<file path="src/rtl/alu_181_seq.sv">
// Slice-sequential 74181-function ALU: one 4-bit slice evaluated per enabled clock
// through a single shared alu_74181, with carry and group lookahead terms held in registers.

module alu_74181 (
   input  logic [3:0] a,
   input  logic [3:0] b,
   input  logic [3:0] s,
   input  logic       m,
   input  logic       cn_n,
   output logic [3:0] f,
   output logic       cn4_n,
   output logic       eq,
   output logic       p_n,
   output logic       g_n
);
   logic [3:0] p;
   logic [3:0] g;
   logic [3:0] h;
   logic [4:0] c;

   // p/g are the two operand terms the select lines build; the arithmetic result is their sum
   assign p = a | (b & {4{s[0]}}) | (~b & {4{s[1]}});
   assign g = (a & b & {4{s[3]}}) | (a & ~b & {4{s[2]}});
   assign h = p ^ g;

   assign c[0] = ~cn_n;
   assign c[1] = g[0] | (p[0] & c[0]);
   assign c[2] = g[1] | (p[1] & c[1]);
   assign c[3] = g[2] | (p[2] & c[2]);
   assign c[4] = g[3] | (p[3] & c[3]);

   assign f     = m ? ~h : (h ^ c[3:0]);
   assign cn4_n = ~c[4];
   assign eq    = &f;
   assign p_n   = ~(&p);
   assign g_n   = ~(g[3] | (p[3] & g[2]) | (p[3] & p[2] & g[1]) | (p[3] & p[2] & p[1] & g[0]));
endmodule

module alu_181_seq #(
   parameter  int SLICES = 2,
   localparam int WIDTH  = 4 * SLICES
) (
   input  logic             clk,
   input  logic             rstb,
   input  logic             ena,
   input  logic             start,
   input  logic [WIDTH-1:0] a,
   input  logic [WIDTH-1:0] b,
   input  logic [3:0]       s,
   input  logic             m,
   input  logic             cn_n,
   output logic             busy,
   output logic             done,
   output logic [WIDTH-1:0] f,
   output logic             cn4_n,
   output logic             equal,
   output logic             p_n,
   output logic             g_n
);
   localparam int IW = (SLICES > 1) ? $clog2(SLICES) : 1;

   localparam logic [0:0] ST_IDLE = 1'b0;
   localparam logic [0:0] ST_RUN  = 1'b1;

   // Handshake: start is taken on an enabled edge while busy=0; busy stays high for SLICES
   // enabled edges, then done is high for one enabled cycle with f and flags valid and held.
   logic [0:0]       state_q;
   logic [IW-1:0]    idx_q;
   logic [WIDTH-1:0] a_q;
   logic [WIDTH-1:0] b_q;
   logic [3:0]       s_q;
   logic             m_q;
   logic             carry_n_q;
   logic             acc_p_q;
   logic             acc_g_q;
   logic             acc_eq_q;
   logic [WIDTH-1:0] f_q;
   logic             cn4_n_q;
   logic             equal_q;
   logic             p_n_q;
   logic             g_n_q;
   logic             done_q;

   logic [WIDTH-1:0] a_shift;
   logic [WIDTH-1:0] b_shift;
   logic [3:0]       sl_f;
   logic             sl_cn4_n;
   logic             sl_eq;
   logic             sl_p_n;
   logic             sl_g_n;
   logic             nxt_p;
   logic             nxt_g;
   logic             nxt_eq;
   logic             last;

   assign a_shift = a_q >> {idx_q, 2'b00};
   assign b_shift = b_q >> {idx_q, 2'b00};

   alu_74181 u_slice (
      .a     (a_shift[3:0]),
      .b     (b_shift[3:0]),
      .s     (s_q),
      .m     (m_q),
      .cn_n  (carry_n_q),
      .f     (sl_f),
      .cn4_n (sl_cn4_n),
      .eq    (sl_eq),
      .p_n   (sl_p_n),
      .g_n   (sl_g_n)
   );

   assign nxt_p  = acc_p_q & ~sl_p_n;
   assign nxt_g  = ~sl_g_n | (~sl_p_n & acc_g_q);
   assign nxt_eq = acc_eq_q & sl_eq;
   assign last   = (idx_q == IW'(SLICES - 1));

   always_ff @(posedge clk) begin
      if (!rstb) begin
         state_q   <= ST_IDLE;
         idx_q     <= '0;
         a_q       <= '0;
         b_q       <= '0;
         s_q       <= '0;
         m_q       <= 1'b0;
         carry_n_q <= 1'b1;
         acc_p_q   <= 1'b1;
         acc_g_q   <= 1'b0;
         acc_eq_q  <= 1'b1;
         f_q       <= '0;
         cn4_n_q   <= 1'b1;
         equal_q   <= 1'b0;
         p_n_q     <= 1'b1;
         g_n_q     <= 1'b1;
         done_q    <= 1'b0;
      end else if (ena) begin
         done_q <= 1'b0;
         case (state_q)
            ST_IDLE: begin
               if (start) begin
                  a_q       <= a;
                  b_q       <= b;
                  s_q       <= s;
                  m_q       <= m;
                  carry_n_q <= cn_n;
                  idx_q     <= '0;
                  acc_p_q   <= 1'b1;
                  acc_g_q   <= 1'b0;
                  acc_eq_q  <= 1'b1;
                  f_q       <= '0;
                  state_q   <= ST_RUN;
               end
            end
            ST_RUN: begin
               for (int i = 0; i < SLICES; i++) begin
                  if (idx_q == IW'(i)) f_q[4*i +: 4] <= sl_f;
               end
               carry_n_q <= sl_cn4_n;
               acc_p_q   <= nxt_p;
               acc_g_q   <= nxt_g;
               acc_eq_q  <= nxt_eq;
               if (last) begin
                  cn4_n_q <= sl_cn4_n;
                  equal_q <= nxt_eq;
                  p_n_q   <= ~nxt_p;
                  g_n_q   <= ~nxt_g;
                  done_q  <= 1'b1;
                  state_q <= ST_IDLE;
               end else begin
                  idx_q <= idx_q + IW'(1);
               end
            end
            default: state_q <= ST_IDLE;
         endcase
      end
   end

   assign busy  = (state_q == ST_RUN);
   assign done  = done_q;
   assign f     = f_q;
   assign cn4_n = cn4_n_q;
   assign equal = equal_q;
   assign p_n   = p_n_q;
   assign g_n   = g_n_q;
endmodule

</file>
<file path="config.mk">
export PLATFORM = sky130hd
export DESIGN_NAME = alu_181_seq
export DESIGN_NICKNAME = d
export VERILOG_FILES = /design/src/rtl/alu_181_seq.sv
export SDC_FILE = /design/constraint.sdc
export NUM_CORES = 1
export LEC_CHECK = 0
export ABC_AREA = 1
export BUFFER_PORTS_ARGS = -buffer_cell sky130_fd_sc_hd__buf_2
export CORE_AREA = 2 2 68 70
export CTS_CLUSTER_DIAMETER = 40
export DETAILED_ROUTE_END_ITERATION = 6
export DIE_AREA = 0 0 70 72
export PLACE_DENSITY = 0.71
export SLEW_MARGIN = 0
export SYNTH_ARGS = -nofsm -noshare
export SYNTH_HDL_FRONTEND = slang
export SYNTH_SLANG_ARGS = --single-unit
export TNS_END_PERCENT = 10
</file>
<file path="constraint.sdc">
create_clock -name clk -period 1.56 [get_ports clk]
set_clock_uncertainty 0.1 [all_clocks]
set_input_delay 0.312 -clock clk [delete_from_list [all_inputs] [get_ports clk]]
set_output_delay 0.312 -clock clk [all_outputs]
set_load 0.02 [all_outputs]
</file>
==> impl_metrics.json, run 1 <==
{
  "drc": 0,
  "cts.root.buffer_cell": "clkbuf_8",
  "synth_compound_area_share_pct": 20.0,
  "drive_gt1_share_pct": 39.0,
  "syn_area_per_cell_sq_um": 7.49,
  "yosysWarningCount": 0,
  "final_core_util_pct": 59.9,
  "clk_pin_slew_ns": 0.08,
  "ys.flop_type": "dfxtp_1",
  "gp_congestion": 0.909,
  "p_leak_uw": 0.00121,
  "synth_adder_area_share_pct": 0,
  "grt_use_total_pct": 20.6,
  "violations": "setup timing",
  "synthSimpleGateAreaFrac_pct": 32.6,
  "yosysTopAreaCell": "dfxtp_1",
  "dr_wl_met3_um": 217,
  "route.met2.wl_mm": 2.29,
  "synth-edff-count": 0,
  "final_cells": 378,
  "antenna_found_initial": 0,
  "post-dp-hpwl_mm": 3.47,
  "synth_top_family_by_area": "simple AND/OR/NAND/NOR gates",
  "grt_pass1_wl_mm": 8.42,
  "wl_met1_mm": 2.18,
  "die_x_um": 70,
  "cts_made_buffers": 5,
  "htree_levels": 2,
  "setup_viol": 10,
  "finalCritPeriodShare_pct": 109,
  "viasPerCell": 5.14,
  "crit_path_cell_trace": "buf_6 > nand2_2 > nand3_2 > nand3_4 > nand2_2 > nand2_1 > nand2_1 > nand2_2 > nand3_2 > nor2_2 > nand3_2 > nand2_1 > nand2_1 > nand2_1",
  "synth_seq_area_share_pct": 40.2,
  "synth_seq_cells": 40,
  "cts_tree": "done",
  "synthDistinctLibCells": 25,
  "synth-async-reset-ratio_pct": 0,
  "first_pass_iters": 4,
  "cp.arrival_ns": 1.84,
  "worstHoldPathType": "input pin to register",
  "clock-sinks": 40,
  "synth_area_sq_mm": 0.00199,
  "cap_violations": 0,
  "ant_nets": 0,
  "fmax_ghz": 0.588,
  "floorplan.initialDensity_pct": 46.7,
  "rsz0062_at_grt": "true",
  "clk_path_buf_depth": 2,
  "wl_per_cell_um": 12.6,
  "placed_cells": 367,
  "finalMaxSlewViolations": 0,
  "synth_cells": 266,
  "ir_drop_uv": 602,
  "slew_headroom_pct": 76.7,
  "muxShareOfSynthArea_pct": 0,
  "hold_viol": 0,
  "netlist_top_cells_area": "dfxtp_1, o21ai_0, nand2_1, a21oi_1, nor2_1",
  "fin_total_pwr_uw": 2350,
  "layout_commonest_cell": "buf_2",
  "preCtsSetupSlack_ns": -0.167,
  "p_per_area_mw_per_mm2": 922,
  "die_area_sq_mm": 0.00504,
  "die_y_um": 72,
  "required_ns": 1.70,
  "post-route-min-period_ns": 1.70,
  "io_pins": 40,
  "insertion_delay_ns": 0.29,
  "drt-total-wl_mm": 4.78,
  "cpPeakStageDelay_ns": 0.37,
  "grt_max_degree": 32,
  "portBuffers": 39,
  "reg2reg_slack_ns": -0.14,
  "crit_path_frequent_cell": "nand2_1",
  "fin_setup_tns_ns": -0.931,
  "outcome": "complete, but fails checks",
  "via_count": 1943,
  "worstSetupEndpointType": "register",
  "core_sq_mm": 0.00426,
  "antennaDiodeCount": 0,
  "path_max_fanout": 6,
  "yosys.area.top_type_share_pct": 40.2,
  "layout_common_cells": "buf_2, dfxtp_1, o21ai_0",
  "synth_xor_area_share_pct": 0,
  "fillers": 395,
  "area_growth_pct": 28.1,
  "routed.top_layer": "met4",
  "cp_slowest_cell": "dfxtp_4",
  "start_kind": "register",
  "grt_overflow_total": 0,
  "synthesis.nets": 292,
  "rows": 24,
  "critPathKind": "register to register",
  "max_slew.worst_pin.slew_ns": 0.346,
  "grt_pass1_vias": 1904,
  "fin_nets": 351,
  "drt_iter0_drc": 108,
  "worst_slack_ns": -0.140
}
[layout make-up]
cell class	count	area, sq um	area share (%)
multi-input combinational	190	1110	43.7
clock buffer	5	68.8	2.70
tap	52	65.1	2.55
inverter	27	104	4.07
timing repair buffer	61	375	14.7
sequential	40	806	31.6
clock inverter	3	18.8	0.735
[critical path: cells and delay by family, from the launching register on]
family	cells	cell delay, ns
buffers and inverters	1	0.14
AND/OR/NAND/NOR	13	1.03
flip-flops	1	0.37
[power by group]
part / total (uW) / internal, uW / switching [uW]
Sequential: 1130 / 1080 / 43.0
Clock: 678 / 312 / 366
Combinational: 548 / 222 / 326
Total: 2350 / 1620 / 736
[cell usage after synthesis (4+ instances only)]
cell	number
clkbuf_1	7
nand2_2	16
a21oi_1	28
nand4_1	4
nand2_1	40
nor2_1	28
nand3_1	10
inv_1	24
nand3_2	10
dfxtp_1	40
o21ai_0	36
[stage by stage]
step	hold slack (ns)	area, sq um
finish	0.134	2550
global route	0.141	2550
CTS	0.132	2510
detailed placement	0.356	2350
global placement	0.346	2350
floorplan	0.329	1990
[cells by family after synthesis]
family	Yosys count
and+or+nand+nor	117
AOI/OAI and AO/OA	73
buffers and inverters	36
DFF	40
[path summary, 6_finish.rpt]
kind                            startpoint       end  cells after the start
worst max-delay path                 idx_q  acc_eq_q                     14
worst max register to register       idx_q  acc_eq_q                     14
worst min register to register        done      done                      2
worst min-delay path                  b[6]    b_q[6]                      3
[registers in the layout, indices dropped and copies added, names as in the netlist]
signal	flops
a_q	8
b_q	8
f	8
s_q	4
acc_eq_q	1
acc_g_q	1
acc_p_q	1
busy	1
carry_n_q	1
cn4_n	1
done	1
equal	1
g_n	1
idx_q	1
m_q	1
p_n	1
[layer usage]
layer  track usage, %  vias up
met5                0        -
met4             7.05        0
met3             4.03        9
met2             34.5       52
met1             26.8      884
li1                 -      998
[repair_timing]
item | in CTS | in global routing
pin swaps | 10 | 8
setup buffers | 2 | 1
endpoints found under the setup margin | 12 | 13
gates resized for setup | 19 | 12
gates cloned | 0 | 0
hold buffers | 0 | 0
Note: power is estimated with default switching activity, not from simulation.
==> run 2: changes to the inputs <==
CORE_AREA = 10 10 76 78   (was 2 2 68 70)
DIE_AREA = 0 0 86 88   (was 0 0 70 72)
PLACE_DENSITY = 0.68   (was 0.71)
clock period = 1.7 ns   (was 1.56 ns; I/O delays follow)
==> run 2 against run 1 <==
The flow still finishes with violations (setup timing). Core utilization down 0.36 points. Worst setup slack better by 0.12 ns. Combinational power is 9.5% lower. Sequential share of layout area is 0.080 points lower. Hold slack better by 0.032 ns. Die area rose by 50%. Count of clock-buffer cells in the layout is 1 higher. Clock power down 4.3%. Power shrank 7.3%. Final cell count fell by 0.53%. Register-to-register slack improved by 0.12 ns. Largest cell class unchanged. Highest routed layer unchanged.
==> impl_metrics.json, run 2 (synthesized netlist as in run 1, its figures left out) <==
{
  "clk_pin_slew_ns": 0.08,
  "die_y_um": 88,
  "met2_usage_pct": 20.2,
  "cts.root.buffer_cell": "clkbuf_8",
  "preCtsSetupSlack_ns": -0.0504,
  "top_usage_layer": "met2",
  "cp.arrival_ns": 1.86,
  "required_ns": 1.85,
  "wl_per_cell_um": 13.4,
  "slew_headroom_pct": 78.8,
  "rows": 24,
  "violations": "setup timing",
  "max_slew.worst_pin.slew_ns": 0.316,
  "outcome": "complete, but fails checks",
  "worstSetupEndpointType": "register",
  "setup_viol": 1,
  "p_int_uw": 1520,
  "die_x_um": 86,
  "grt_pass1_vias": 1737,
  "clock-sinks": 40,
  "final_core_util_pct": 59.5,
  "critPathKind": "register to register",
  "cap_violations": 0,
  "rsz0062_at_grt": "true",
  "critical-path-top-delay-family": "simple AND/OR/NAND/NOR gates",
  "first_pass_iters": 4,
  "ir_drop_uv": 418,
  "fin_setup_tns_ns": -0.0171,
  "core_sq_mm": 0.00429,
  "io_pins": 40,
  "path_buf_inv": 1,
  "grt_use_total_pct": 13.1,
  "floorplan.initialDensity_pct": 46.4,
  "grt_pass1_wl_mm": 8.10,
  "p_leak_uw": 0.00122,
  "cts_tree": "done",
  "via_count": 1905,
  "layout_common_cells": "dfxtp_1, buf_2, nand2_1, o21ai_0",
  "area_growth_pct": 28.3,
  "cpPeakStageDelay_ns": 0.37,
  "antennaDiodeCount": 0,
  "drc": 0,
  "clk_path_buf_depth": 2,
  "register_area_sq_um": 805,
  "fmax_ghz": 0.582,
  "seqPwrFrac_pct": 47.5,
  "finalCritPeriodShare_pct": 101,
  "power_frac_comb_pct": 22.7,
  "grt_overflow_total": 0,
  "antenna_found_initial": 0,
  "stdcell_area_sq_mm": 0.00255,
  "crit_path_cell_trace": "buf_6 > nand2_4 > nand3_4 > nand3_4 > nand2_2 > nand2_2 > nand2_2 > nor2_2 > nand3_2 > nor2_2 > nand3_2 > nand2_1 > nand2_1 > nand2_1",
  "grt_max_degree": 32,
  "drt_iter0_drc": 130,
  "worst_slack_ns": -0.0171,
  "placed_cells": 362,
  "post-route-min-period_ns": 1.72,
  "gp_congestion": 0.886,
  "post_dp_cell_area_sq_mm": 0.00231,
  "fin_nets": 349,
  "post-dp-hpwl_mm": 3.71,
  "power.switching_uw": 663,
  "multiInputGateArea_sq_mm": 0.00113,
  "htree_levels": 2,
  "die_area_sq_mm": 0.00757,
  "p_per_area_mw_per_mm2": 853,
  "grt_use_met1_pct": 16.7,
  "portBuffers": 39,
  "path_max_fanout": 6,
  "final_cells": 376,
  "cp_slowest_cell": "dfxtp_4",
  "hold_viol": 0,
  "ant_nets": 0,
  "cts_made_buffers": 5,
  "drt-total-wl_mm": 5.03,
  "met3_usage_pct": 3.62,
  "finalMaxSlewViolations": 0,
  "viasPerCell": 5.07,
  "drive_gt1_share_pct": 38.3,
  "netSwitchingFraction_pct": 30.4,
  "fillers": 383,
  "insertion_delay_ns": 0.29,
  "clockPowerShare_pct": 29.7,
  "start_kind": "register",
  "worstHoldPathType": "input pin to register"
}
## run 2: changes by cell type in the layout (fill, tap and decap cells not counted), sizes merged
cell,before,now
clkbuf,5,6
clkinv,4,3
buf,61,59
## run 2: routing by layer
metal / part of all wire, % / vias up
li1: - / 995
met1: 46 / 852
met2: 46 / 49
met3: 5.6 / 9
met4: 1.8 / 0
met5: 0 / -
## run 2: power groups by stage
stage	logic [uW]	registers, uW	clock network (uW)
2_1_floorplan	292	1070	0
3_3_place_gp	433	1050	0
3_5_place_dp	440	1050	0
4_1_cts	455	1030	661
5_1_grt	545	1040	706
6_report	496	1040	649
## run 2: stage by stage
stage          total power [uW]  hold WS (ns)
6_report                   2180         0.166
5_1_grt                    2290         0.160
4_1_cts                    2150         0.163
3_5_place_dp               1490         0.350
3_3_place_gp               1490         0.346
2_1_floorplan              1360         0.329
## run 2: area by class of cell
type	instances	area share, %
clock inverter	2	0.392
clock buffer	6	3.23
tap	52	2.55
inverter	27	4.06
multi-input combinational	190	44.3
timing repair buffer	59	14.0
sequential	40	31.5
## run 2: path summary, 6_finish.rpt
kind	from	depth (start not counted)	to	slack, ns
setup / recovery	idx_q	14	acc_eq_q	-0.02
hold / removal	s[0]	3	s_q[0]	0.17
setup reg to reg	idx_q	14	acc_eq_q	-0.02
hold reg to reg	done	2	done	0.36
## run 2: timing repair
item	in CTS	in global routing
gates resized for setup	4	27
pin swaps	3	9
hold buffers	0	0
setup buffers	4	2
endpoints found under the setup margin	4	11
## run 2: worst register-to-register path: stages, from the launching register on
cell	delay [ns]
dfxtp_4	0.37
buf_6	0.14
nand2_4	0.09
nand3_4	0.08
nand3_4	0.14
nand2_2	0.07
nand2_2	0.07
nand2_2	0.05
nor2_2	0.10
nand3_2	0.07
nor2_2	0.13
nand3_2	0.10
nand2_1	0.08
nand2_1	0.05
nand2_1	0.04
